## config.mk

```make
export PLATFORM = sky130hd
export DESIGN_NAME = uart_rx_ctrl
export DESIGN_NICKNAME = d
export VERILOG_FILES = /design/src/rtl/uart_pkg.sv /design/src/rtl/uart_rx_fifo.sv /design/src/rtl/uart_rx_ctrl.sv
export SDC_FILE = /design/constraint.sdc
export NUM_CORES = 1
export LEC_CHECK = 0
export ABC_CLOCK_PERIOD_IN_PS = 7800
export CORE_AREA = 2 2 182 148
export DETAILED_ROUTE_END_ITERATION = 7
export DIE_AREA = 0 0 184 150
export SLEW_MARGIN = 20
export SYNTH_ARGS = -nofsm -noshare
export SYNTH_HDL_FRONTEND = slang
export SYNTH_SLANG_ARGS = --single-unit
```

## constraint.sdc

```tcl
create_clock -name clk -period 7.8 [get_ports clk]
set_input_delay 2.34 -clock clk [delete_from_list [all_inputs] [get_ports clk]]
set_output_delay 2.34 -clock clk [all_outputs]
set_load 0.02 [all_outputs]
```

## src/rtl/uart_pkg.sv

```systemverilog
// Shared types and constants for the UART receive control path.
package uart_pkg;

  localparam int unsigned ByteW         = 8;
  // About one 10-bit frame at 50 MHz / 115200 baud, plus margin.
  localparam int unsigned DefTimeoutCyc = 5000;

  localparam logic [1:0] StateOff     = 2'd0;
  localparam logic [1:0] StateRun     = 2'd1;
  localparam logic [1:0] StateRecover = 2'd2;

  typedef enum logic [1:0] {
    StOff     = StateOff,
    StRun     = StateRun,
    StRecover = StateRecover
  } ctrl_state_e;

endpackage

```

## src/rtl/uart_rx_fifo.sv

```systemverilog
// Show-ahead circular byte FIFO; dout reads 0 while empty, drop flags a rejected push.
module uart_rx_fifo
  import uart_pkg::*;
#(
  parameter int unsigned DEPTH = 16
) (
  input  logic                   clk,
  input  logic                   rst_n,
  input  logic                   push,
  input  logic                   pop,
  input  logic [ByteW-1:0]       din,
  output logic [ByteW-1:0]       dout,
  output logic                   empty,
  output logic                   full,
  output logic [$clog2(DEPTH):0] level,
  output logic                   drop
);

  localparam int unsigned PtrW = $clog2(DEPTH);

  logic [PtrW-1:0]  wr_ptr_q, rd_ptr_q;
  logic [PtrW:0]    cnt_q, cnt_d;
  logic [ByteW-1:0] mem_q [DEPTH];
  logic             do_push, do_pop;

  assign empty   = (cnt_q == '0);
  assign full    = (cnt_q == (PtrW + 1)'(DEPTH));
  assign do_pop  = pop & ~empty;
  // A pop frees a slot in the same cycle, so a full FIFO still accepts the push.
  assign do_push = push & (~full | do_pop);
  assign drop    = push & ~do_push;
  assign level   = cnt_q;
  assign dout    = empty ? '0 : mem_q[rd_ptr_q];

  always_comb begin
    cnt_d = cnt_q;
    if (do_push && !do_pop) begin
      cnt_d = cnt_q + (PtrW + 1)'(1);
    end else if (!do_push && do_pop) begin
      cnt_d = cnt_q - (PtrW + 1)'(1);
    end
  end

  always_ff @(posedge clk or negedge rst_n) begin
    if (!rst_n) begin
      wr_ptr_q <= '0;
      rd_ptr_q <= '0;
      cnt_q    <= '0;
    end else begin
      if (do_push) wr_ptr_q <= wr_ptr_q + PtrW'(1);
      if (do_pop)  rd_ptr_q <= rd_ptr_q + PtrW'(1);
      cnt_q <= cnt_d;
    end
  end

  always_ff @(posedge clk) begin
    if (do_push) mem_q[wr_ptr_q] <= din;
  end

endmodule

```

## src/rtl/uart_rx_ctrl.sv

```systemverilog
// Receiver control: enable FSM, frame capture into the FIFO, error statistics.
// Optional watchdog recovery is built when UART_RX_CTRL_WATCHDOG_EN is defined.
module uart_rx_ctrl
  import uart_pkg::*;
#(
  parameter int unsigned DEPTH       = 16,
  parameter int unsigned TIMEOUT_CYC = DefTimeoutCyc,
  parameter int unsigned RECOVER_CYC = 2
) (
  input  logic                   clk,
  input  logic                   rst_n,
  input  logic                   enable,
  input  logic                   clr_stat,
  output logic                   rxEn,
  input  logic                   rxBusy,
  input  logic                   rxDone,
  input  logic [ByteW-1:0]       rx_data,
  input  logic                   rx_right,
  input  logic                   rd_en,
  output logic [ByteW-1:0]       rd_data,
  output logic                   empty,
  output logic                   full,
  output logic [$clog2(DEPTH):0] level,
  output logic                   overflow,
  output logic [7:0]             err_cnt,
  output logic [7:0]             timeout_cnt
);

  localparam int unsigned RcW = $clog2(RECOVER_CYC) + 1;

  ctrl_state_e    state_q;
  logic           rx_en_q;
  logic [RcW-1:0] rec_cnt_q;
  logic           done_q;
  logic           frame_evt, fifo_push, fifo_drop, wd_hit;
  logic [7:0]     err_cnt_q, err_cnt_d;
  logic           overflow_q, overflow_d;

  assign rxEn      = rx_en_q;
  assign frame_evt = rxDone & ~done_q & (state_q == StRun);
  assign fifo_push = frame_evt & rx_right;

  always_ff @(posedge clk or negedge rst_n) begin
    if (!rst_n) begin
      state_q   <= StOff;
      rx_en_q   <= 1'b0;
      rec_cnt_q <= '0;
    end else if (!enable) begin
      state_q   <= StOff;
      rx_en_q   <= 1'b0;
      rec_cnt_q <= '0;
    end else begin
      case (state_q)
        StOff: begin
          state_q <= StRun;
          rx_en_q <= 1'b1;
        end
        StRun: begin
          if (wd_hit) begin
            state_q   <= StRecover;
            rx_en_q   <= 1'b0;
            rec_cnt_q <= '0;
          end
        end
        StRecover: begin
          if (rec_cnt_q == RcW'(RECOVER_CYC - 1)) begin
            state_q <= StRun;
            rx_en_q <= 1'b1;
          end else begin
            rec_cnt_q <= rec_cnt_q + RcW'(1);
          end
        end
        default: begin
          state_q <= StOff;
          rx_en_q <= 1'b0;
        end
      endcase
    end
  end

`ifdef UART_RX_CTRL_WATCHDOG_EN
  localparam int unsigned WdW = $clog2(TIMEOUT_CYC) + 1;

  logic [WdW-1:0] wd_cnt_q;
  logic [7:0]     tmo_cnt_q, tmo_cnt_d;

  // Fires on the TIMEOUT_CYC-th consecutive busy cycle in RUN.
  assign wd_hit = (state_q == StRun) && rxBusy && (wd_cnt_q == WdW'(TIMEOUT_CYC - 1));

  always_ff @(posedge clk or negedge rst_n) begin
    if (!rst_n) begin
      wd_cnt_q <= '0;
    end else if ((state_q != StRun) || !rxBusy || wd_hit) begin
      wd_cnt_q <= '0;
    end else begin
      wd_cnt_q <= wd_cnt_q + WdW'(1);
    end
  end

  always_comb begin
    tmo_cnt_d = tmo_cnt_q;
    if (clr_stat) begin
      tmo_cnt_d = '0;
    end else if (wd_hit && (tmo_cnt_q != 8'hFF)) begin
      tmo_cnt_d = tmo_cnt_q + 8'd1;
    end
  end

  always_ff @(posedge clk or negedge rst_n) begin
    if (!rst_n) tmo_cnt_q <= '0;
    else        tmo_cnt_q <= tmo_cnt_d;
  end

  assign timeout_cnt = tmo_cnt_q;
`else
  logic unused_wd;

  assign wd_hit      = 1'b0;
  assign timeout_cnt = '0;
  assign unused_wd   = rxBusy ^ (TIMEOUT_CYC == 0);
`endif

  always_comb begin
    err_cnt_d  = err_cnt_q;
    overflow_d = overflow_q;
    if (clr_stat) begin
      err_cnt_d  = '0;
      overflow_d = 1'b0;
    end else begin
      if (frame_evt && !rx_right && (err_cnt_q != 8'hFF)) err_cnt_d = err_cnt_q + 8'd1;
      if (fifo_drop) overflow_d = 1'b1;
    end
  end

  always_ff @(posedge clk or negedge rst_n) begin
    if (!rst_n) begin
      done_q     <= 1'b0;
      err_cnt_q  <= '0;
      overflow_q <= 1'b0;
    end else begin
      done_q     <= rxDone;
      err_cnt_q  <= err_cnt_d;
      overflow_q <= overflow_d;
    end
  end

  assign err_cnt  = err_cnt_q;
  assign overflow = overflow_q;

  uart_rx_fifo #(
    .DEPTH(DEPTH)
  ) u_fifo (
    .clk  (clk),
    .rst_n(rst_n),
    .push (fifo_push),
    .pop  (rd_en),
    .din  (rx_data),
    .dout (rd_data),
    .empty(empty),
    .full (full),
    .level(level),
    .drop (fifo_drop)
  );

endmodule
```

After elaboration in Yosys (flattened, before gate mapping)
Memories as Yosys holds them, arrays and structs flattened.
Cells that the tools add are included.
W data, S select, Z words.
{"block": "op_classes", "bitwise": 11, "eq_ne": 9, "mux": 18, "n_reduce_logical": 14, "add_sub_neg": 6}
{"cell": "$mux W8", "count": 3}
{"cell": "$mux W2", "count": 5}
{"cell": "$mux W5", "count": 2}
{"cell": "$add A4 B1 Y4 const B", "count": 2}
{"cell": "$add A8 B1 Y8 const B", "count": 1}
{"cell": "$ne A8 B8 Y1 const B", "count": 1}
{"cell": "$and A1 B1 Y1", "count": 6}
{"cell": "$mux W1", "count": 6}
{"cell": "$pmux W2 S3", "count": 1}
{"cell": "$reduce_bool A2 Y1", "count": 3}
{"cell": "$add A5 B1 Y5 const B", "count": 1}
{"cell": "$eq A5 B5 Y1 const B", "count": 1}
{"cell": "$logic_not A5 Y1", "count": 1}
{"cell": "$sub A5 B1 Y5 const B", "count": 1}
{"cell": "$eq A2 B1 Y1 const B", "count": 2}
{"cell": "$logic_and A1 B1 Y1", "count": 4}
{"cell": "$ne A2 B2 Y1 const B", "count": 2}
{"cell": "$not A1 Y1", "count": 4}
{"cell": "$reduce_and A2 Y1", "count": 2}
{"cell": "$logic_not A1 Y1", "count": 3}
{"cell": "$ne A3 B3 Y1 const B", "count": 1}
{"cell": "$pmux W1 S3", "count": 1}
{"cell": "$add A2 B1 Y2 const B", "count": 1}
{"cell": "$eq A2 B2 Y1 const B", "count": 1}
{"cell": "3 further kinds", "count": 3}
{"block": "word_totals", "in_bits": 16, "n_memories": 1, "mem_bits_rw": 128, "ff_bits": 28, "output_inout_bits": 33}
{"name": "u_fifo.mem_q", "depth": 16, "width": 8, "rd": 1, "rd_clocked_by_memory_dff": 0, "wr": 1, "line_no": "uart_rx_fifo.sv:23", "rtl": "logic [ByteW-1:0] mem_q [DEPTH];"}

Depth between registers and ports, before layout
Gate-level depths: netlist of the first run.
{"block": "logic_depth", "depth_word": 9, "depth_mapped": 11, "mapped_depth_nobuf": 10}

Hierarchy
A second synthesis of the first run with hierarchy kept.
{"block": "unflattened", "hier_cells": 361, "hier_area_um2": 6442.4}
{"module": "uart_rx_fifo", "area_per_inst_um2": 5851.9, "seq_area_each_um2": 4169.0, "instances": 1, "cells_each": 303}
{"module": "uart_rx_ctrl", "area_per_inst_um2": 590.6, "seq_area_each_um2": 275.3, "instances": 1, "cells_each": 58}

Least setup slack after synthesis of the first run
No wires, ideal clock.
{"block": "synth_path", "path_type": "input to register", "from": "input rxDone", "to": "register u_fifo.cnt_q[4], in the netlist u_fifo.level[4]", "arrival_time_ns": 4.207, "cell_stages": 9, "path_slack_ns": 3.457, "n_path_buf": 0, "path_cell_list": "and4b_1 > o31ai_4 > inv_4 > ha_1 > inv_1 > fa_1 > a21o_1 > a2111oi_0 > o31ai_1"}
{"block": "synth_via", "elab_chain_len": 7, "elab_cells_between_ends": 9, "classes_between": "mux (1); bitwise (4); reduce/logical (4)"}
{"item": "start: declaration", "line_no": "uart_rx_ctrl.sv:16", "rtl": "input logic rxDone,"}
{"item": "$and A1 B1 Y1 (*) (2 in a row)", "line_no": "uart_rx_ctrl.sv:40", "rtl": "assign frame_evt = rxDone & ~done_q & (state_q == StRun);"}
{"item": "$and A1 B1 Y1 (*)", "line_no": "uart_rx_ctrl.sv:41", "rtl": "assign fifo_push = frame_evt & rx_right;"}
{"item": "$and A1 B1 Y1 (*)", "line_no": "uart_rx_fifo.sv:30", "rtl": "assign do_push = push & (~full | do_pop);"}
{"item": "via u_fifo.do_push", "line_no": "uart_rx_fifo.sv:24", "rtl": "logic do_push, do_pop;"}
{"item": "$logic_not A1 Y1", "line_no": "uart_rx_fifo.sv:39", "rtl": "end else if (!do_push && do_pop) begin"}
{"item": "$logic_and A1 B1 Y1", "line_no": "uart_rx_fifo.sv:39"}
{"item": "$reduce_bool A2 Y1 (no line)"}
{"item": "end signal: assignment", "line_no": "uart_rx_fifo.sv:52", "rtl": "cnt_q <= cnt_d;"}
{"item": "end: declaration", "line_no": "uart_rx_fifo.sv:22", "rtl": "logic [PtrW:0] cnt_q, cnt_d;"}
The timed path passes the listed nets; every way through them passes the cells marked *.
A chain may end at the register's enable or synchronous reset.

Worst setup path after layout of the first run
{"block": "layout_path", "from": "register u_fifo.cnt_q[0], in the netlist u_fifo.level[0]", "to": "output rd_data[2]"}
{"block": "layout_via", "elab_chain_len": 2}
{"item": "$logic_not A5 Y1", "line_no": "uart_rx_fifo.sv:26", "rtl": "assign empty = (cnt_q == '0);"}
{"item": "$mux W8", "line_no": "uart_rx_fifo.sv:33", "rtl": "assign dout = empty ? '0 : mem_q[rd_ptr_q];"}
{"item": "end: declaration", "line_no": "uart_rx_ctrl.sv:20", "rtl": "output logic [ByteW-1:0] rd_data,"}
Every way passes these cells.

==> results of run 1 <==
==> flip-flops by register name, indices dropped and copies added (netlist names) <==
name	count
done_q	1
err_cnt	8
overflow	1
state_q	1
u_fifo.level	5
u_fifo.mem_q	128
u_fifo.rd_ptr_q	4
u_fifo.wr_ptr_q	4
==> stage by stage <==
stage / worst slack [ns] / utilization / power (mW) / area, sq um
after detailed placement: 2.36 / 0.274 / 1.80 / 7100
after floorplan: 3.46 / - / 1.54 / 6390
after CTS: 1.90 / 0.298 / 2.65 / 7700
final: 2.21 / 0.298 / 2.61 / 7700
after global placement: 2.34 / 0.274 / 1.78 / 7100
after global routing: 2.03 / 0.298 / 2.75 / 7700
==> routing by layer <==
metal / routed length, um / part of all wire / vias up / GRT usage
met1: 5810 / 0.48 / 1684 / 0.130
met4: 59 / 0.0049 / 0 / 0.0264
li1: - / - / 1497 / -
met2: 5440 / 0.45 / 86 / 0.139
met3: 691 / 0.058 / 4 / 0.0360
met5: 0 / 0 / - / 0
==> power breakdown <==
part           internal, mW  switching [mW]  total (mW)
Clock                 0.487           0.355       0.842
Combinational         0.376           0.354       0.730
Sequential            0.924           0.117        1.04
==> placed cells by master (no fill, tap or decap), types with 2 or more instances in the layout <==
| cell type | count |
|---|---|
| nor2b_1 | 8 |
| mux4_2 | 32 |
| nor3_1 | 8 |
| clkinv_4 | 2 |
| edfxtp_1 | 128 |
| a21oi_1 | 3 |
| xor2_1 | 10 |
| xnor2_1 | 6 |
| ha_1 | 10 |
| o2111ai_1 | 3 |
| inv_8 | 5 |
| bufinv_16 | 2 |
| and3_1 | 6 |
| and2_1 | 6 |
| o211ai_1 | 2 |
| buf_4 | 6 |
| clkdlybuf4s50_1 | 38 |
| and4b_1 | 2 |
| nor2_1 | 18 |
| inv_6 | 4 |
| a21o_1 | 2 |
| dfrtp_2 | 2 |
| mux2_2 | 2 |
| dfrtp_1 | 22 |
| inv_1 | 5 |
| a211oi_1 | 16 |
| nand3_1 | 6 |
| o21ai_0 | 5 |
| mux2i_1 | 10 |
| conb_1 | 8 |
| nand2_1 | 9 |
| clkbuf_16 | 17 |
==> final cells by class <==
class	instances	area (sq um)	share of cell area
inverter	6	25.0	0.00325
sequential	152	4450	0.578
clock buffer	18	429	0.0557
timing repair buffer	45	430	0.0559
tap	330	413	0.0536
clock inverter	14	176	0.0229
multi-input combinational	182	1780	0.231
==> logic make-up after synthesis <==
group / Yosys count
flops: 152
simple gates: 68
mux: 44
compound gates: 35
buf+inv: 33
xor+xnor: 16
fa+ha+maj: 11
other cells: 1
==> worst paths after layout <==
kind / start / endpoint / slack (ns) / depth (start not counted)
setup / recovery: u_fifo.level[0]$_DFFE_PN0P_ / rd_data[2] / 2.21 / 4
hold / removal: u_fifo.rd_ptr_q[2]$_DFFE_PN0P_ / u_fifo.rd_ptr_q[2]$_DFFE_PN0P_ / 0.51 / 1
setup reg to reg: u_fifo.level[0]$_DFFE_PN0P_ / u_fifo.level[4]$_DFFE_PN0P_ / 4.39 / 9
hold reg to reg: u_fifo.rd_ptr_q[2]$_DFFE_PN0P_ / u_fifo.rd_ptr_q[2]$_DFFE_PN0P_ / 0.51 / 1
max in group asynchronous: rst_n / u_fifo.rd_ptr_q[0]$_DFFE_PN0P_ / 5.49 / 1
min in group asynchronous: rst_n / err_cnt[6]$_DFFE_PN0P_ / 1.90 / 1
==> impl_metrics.py, run 1 <==
metrics = {
    "yosys": {
        "synth_cell_types": 39,
        "netlist_area_sq_mm": 0.00637,
        "synth_area_leader_cell": "edfxtp_1",
        "ys.flop_type": "edfxtp_1",
        "ys_warn_count": 0,
        "synth-simple-area-share": 0.0568,
        "synth_edf_count": 128,
        "yosysTopAreaCellShare": 0.604,
        "netlist_instances": 360,
        "synth.ff_latch_count": 152,
        "synth_compound_area_frac": 0.0407,
        "synth.avg_cell_area_sq_um": 17.7,
        "ys_seq_area_frac": 0.698,
        "synth_most_common_cell": "edfxtp_1",
        "synthXorXnorAreaFrac": 0.0220,
        "synth_top_family_by_area": "multiplexers",
        "async_flop_share": 0.158,
        "ys_top_cells_by_count": "128 x edfxtp_1, 32 x mux4_2, 24 x dfrtp_1, 18 x nor2_1, 16 x a211oi_1",
        "synth_mux_area_frac": 0.132,
        "synthAdderAreaFrac": 0.0228,
        "synthTopCellsByArea": "edfxtp_1 60%, mux4_2 11%, dfrtp_1 9.4%",
    },
    "timing": {
        "slew_headroom": 0.321,
        "max_clock_freq_mhz": 179,
        "hold_ws_ns": 0.509,
        "layout_min_cycle_time_ns": 5.59,
        "setup_tns_ns": 0,
        "setup_viol": 0,
        "hold_viol_final": 0,
        "min_period_over_period": 0.717,
        "rsz0062_at_grt": "no",
        "slew_viol_final": 0,
        "skew_ns": 0.0155,
        "worstMarginPinSlew_ns": 1.01,
    },
    "worst_setup_path": {
        "critPathBufInv": 1,
        "crit_arrival_ns": 3.25,
        "startpoint_type": "register",
        "critPathMaxFanout": 9,
        "critPathSlowestCell": "nor2_1",
        "endpoint_kind": "output port",
        "crit_chain": "or4_1 > nor2_1 > a211oi_1 > clkdlybuf4s50_1",
        "cp_top_family": "simple AND/OR/NAND/NOR gates",
        "crit_required_ns": 5.46,
        "path_class": "reg -> out",
        "cpPeakStageDelay_ns": 0.81,
    },
    "cts": {
        "post_cts_resized": 0,
        "htreeDepth": 4,
        "clk_latency_ns": 0.43,
        "cts_root_buffer": "clkbuf_16",
        "cts_sinks": 152,
        "numCtsBuffers": 17,
        "path_clk_slew_ns": 0.06,
        "hold_buffers": 0,
        "post-cts-setup-buffers": 0,
        "clockBufferDepth": 2,
        "cts_tree": "yes",
    },
    "grt": {
        "track_usage": 0.0943,
        "grt_start_max_net_pins": 25,
        "grt_pass1_vias": 3463,
        "grt_pass1_wl_mm": 19.3,
        "antenna_found_initial": 0,
        "gr-total-overflow": 0,
    },
    "routing": {
        "wl_per_cell_um": 16.1,
        "routed_wl_mm": 12.0,
        "detail_route.iter0.violations": 224,
        "via_count": 3271,
        "vias_per_cell": 4.38,
        "dr.pass1.iters": 5,
        "antenna_left": 0,
        "drc_errors": 0,
    },
    "layout": {
        "finalNetCount": 431,
        "final_layout_size_suffix_gt1_frac": 0.185,
        "final_cells": 747,
        "area_growth_pct": 20.9,
        "n_fill_cell": 2526,
        "num_antenna_cells": 0,
    },
    "place": {
        "dp_hpwl_mm": 8.23,
        "placed_cells": 715,
        "routabilityCongestion": 0.787,
        "numPortBuffers": 39,
    },
    "floorplan": {
        "ioPinCount": 49,
        "start_util": 0.246,
        "core_region_area_sq_mm": 0.0259,
        "die_area_sq_mm": 0.0276,
        "num_rows": 53,
        "dieHeight_um": 150,
        "die_w_um": 184,
    },
    "status": {
        "status": "completed",
    },
    "run": {
        "maxCapViolations": 0,
    },
    "pwr": {
        "p_leak_nw": 2.58,
        "ir_worst_vdd_mv": 0.167,
        "p_per_area_mw_per_mm2": 339,
    },
    "worst_hold_path": {
        "worstHoldPathType": "reg -> reg",
    },
}
Note: power is estimated with default switching activity, not from simulation.
==> inputs of run 2 (changes only) <==
--- a/config.mk
+++ b/config.mk
@@ -5,7 +5,7 @@
 export SDC_FILE = /design/constraint.sdc
 export NUM_CORES = 1
 export LEC_CHECK = 0
-export ABC_CLOCK_PERIOD_IN_PS = 7800
+export ABC_CLOCK_PERIOD_IN_PS = 5450
 export CORE_AREA = 2 2 182 148
 export DETAILED_ROUTE_END_ITERATION = 7
 export DIE_AREA = 0 0 184 150
==> constraint.sdc (replaced) <==
create_clock -name clk -period 5.45 [get_ports clk]
set_input_delay 1.635 -clock clk [delete_from_list [all_inputs] [get_ports clk]]
set_output_delay 1.635 -clock clk [all_outputs]
set_load 0.02 [all_outputs]
==> run 2 against run 1 <==
Compared with the run above:
- clock skew shrank 0.0024 ns
- power is 41% higher
- register-to-register slack worse by 2.3 ns
- worst hold slack improved by 0.036 ns
- final area down 0.21%
- clock power is 35% higher
- sequential share of layout area is 0.090 points higher
- first-iteration DRC count up 5.8%
- flip-flop and latch count is the same
- critical path type unchanged
==> impl_metrics.py, run 2 (same netlist as run 1, synthesis figures left out) <==
metrics = {
    "timing": {
        "setup_tns_ns": 0,
        "max_clock_freq_mhz": 203,
        "hold_viol_final": 0,
        "skew_ns": 0.0131,
        "min_period_over_period": 0.903,
        "slew_headroom": 0.360,
        "worstMarginPinSlew_ns": 0.957,
        "fin_ws_ns": 0.529,
        "slew_viol_final": 0,
        "rsz0062_at_grt": "no",
        "setup_viol": 0,
        "layout_min_cycle_time_ns": 4.92,
    },
    "worst_setup_path": {
        "cpPeakStageDelay_ns": 0.73,
        "critPathMaxFanout": 30,
        "critPathSlowestCell": "clkdlybuf4s50_1",
        "reg2reg_slack_ns": 2.10,
        "crit_required_ns": 3.82,
        "cp_top_family": "buffers and inverters",
        "crit_arrival_ns": 3.29,
        "startpoint_type": "register",
        "critPathBufInv": 2,
        "path_class": "reg -> out",
        "crit_chain": "buf_4 > mux4_2 > nor2b_1 > a211oi_1 > a211oi_1 > clkdlybuf4s50_1",
        "endpoint_kind": "output port",
        "crit_top_cell": "a211oi_1",
    },
    "routing": {
        "dr.pass1.iters": 4,
        "drc_errors": 0,
        "via_count": 3262,
        "detail_route.iter0.violations": 237,
        "wl_per_cell_um": 15.5,
        "wl_met2_mm": 5.05,
        "routed_wl_mm": 11.6,
        "antenna_left": 0,
        "met3_length_um": 679,
        "vias_per_cell": 4.36,
        "highest_layer": "met4",
        "met1_length_mm": 5.76,
    },
    "pwr": {
        "p_leak_nw": 2.58,
        "ir_worst_vdd_mv": 0.247,
        "p_per_area_mw_per_mm2": 480,
    },
    "grt": {
        "grt_pass1_wl_mm": 18.5,
        "antenna_found_initial": 0,
        "gr-total-overflow": 0,
        "grt_start_max_net_pins": 31,
        "grt_pass1_vias": 3457,
        "track_usage": 0.0893,
    },
    "floorplan": {
        "die_area_sq_mm": 0.0276,
        "dieHeight_um": 150,
        "core_region_area_sq_mm": 0.0259,
        "num_rows": 53,
        "ioPinCount": 49,
        "die_w_um": 184,
        "start_util": 0.246,
    },
    "place": {
        "dpl_worst_slack_ns": 1.02,
        "numPortBuffers": 39,
        "routabilityCongestion": 0.815,
        "dpl_cell_area_sq_mm": 0.00710,
        "dp_hpwl_mm": 8.07,
    },
    "layout": {
        "layout_common_cells": "128 x edfxtp_1, 38 x clkdlybuf4s50_1, 32 x mux4_2",
        "design_area_sq_mm": 0.00768,
        "regMostFlops": "u_fifo.mem_q",
        "largest_reg_flops": 128,
        "num_antenna_cells": 0,
        "final_common_cell": "edfxtp_1",
        "area_growth_pct": 20.7,
        "final_layout_size_suffix_gt1_frac": 0.182,
        "n_fill_cell": 2551,
        "finalNetCount": 432,
    },
    "cts": {
        "numCtsBuffers": 17,
        "clockBufferDepth": 2,
        "clk_latency_ns": 0.42,
        "cts_tree": "yes",
        "hold_buffers": 0,
        "path_clk_slew_ns": 0.06,
        "htreeDepth": 4,
        "post_cts_resized": 0,
        "post-cts-setup-buffers": 0,
        "cts_sinks": 152,
        "cts_root_buffer": "clkbuf_16",
    },
    "run": {
        "maxCapViolations": 0,
    },
    "status": {
        "status": "completed",
    },
    "worst_hold_path": {
        "worstHoldPathType": "reg -> reg",
    },
}
## run 2: cell count changes in the layout (fill, tap and decap cells not counted), sizes merged
cell,change
buf,+1
clkinv,+3
inv,-1
bufinv,-1
clkinvlp,-1
## run 2: per-stage QoR
stage	std cells	hold slack, ns	power, mW	util
2_1_floorplan	367	0.567	2.21	-
3_3_place_gp	716	0.493	2.55	0.275
3_5_place_dp	716	0.509	2.58	0.275
4_1_cts	748	0.544	3.73	0.297
5_1_grt	748	0.563	3.87	0.297
6_report	748	0.545	3.69	0.297
## run 2: tightest hold or removal path, cell delays in order (launching register included)
cell and delay, ns:
dfrtp_1 0.37, a21oi_1 0.06, nor2_1 0.08
## run 2: area by class of cell
cell class	count	area (sq um)	share of cell area
Clock buffer	18	429	0.0559
Clock inverter	14	155	0.0202
Inverter	6	25.0	0.00326
Multi-Input combinational cell	182	1780	0.232
Sequential cell	152	4440	0.578
Tap cell	330	413	0.0537
Timing Repair Buffer	46	438	0.0570
## run 2: metal layers
metal | GRT usage | up-vias
li1 | - | 1491
met1 | 0.125 | 1664
met2 | 0.130 | 95
met3 | 0.0285 | 12
met4 | 0.0312 | 0
met5 | 0 | -
## run 2: power by group
part / total, mW / leakage [nW] / internal, mW / switching [mW]
Clock: 1.14 / 0.289 / 0.650 / 0.492
Combinational: 1.08 / 0.836 / 0.543 / 0.534
Sequential: 1.47 / 1.46 / 1.32 / 0.148
Total: 3.69 / 2.58 / 2.51 / 1.17
## run 2: final timing paths
kind                                                 from                              to  depth (start not counted)
setup / recovery           u_fifo.rd_ptr_q[1]$_DFFE_PN0P_                      rd_data[0]                          6
hold / removal                       overflow$_DFFE_PN0P_            overflow$_DFFE_PN0P_                          2
hold reg to reg                      overflow$_DFFE_PN0P_            overflow$_DFFE_PN0P_                          2
max in group asynchronous                           rst_n  u_fifo.wr_ptr_q[3]$_DFFE_PN0P_                          1
min in group asynchronous                           rst_n          err_cnt[4]$_DFFE_PN0P_                          1
setup reg to reg              u_fifo.level[1]$_DFFE_PN0P_     u_fifo.level[4]$_DFFE_PN0P_                          9
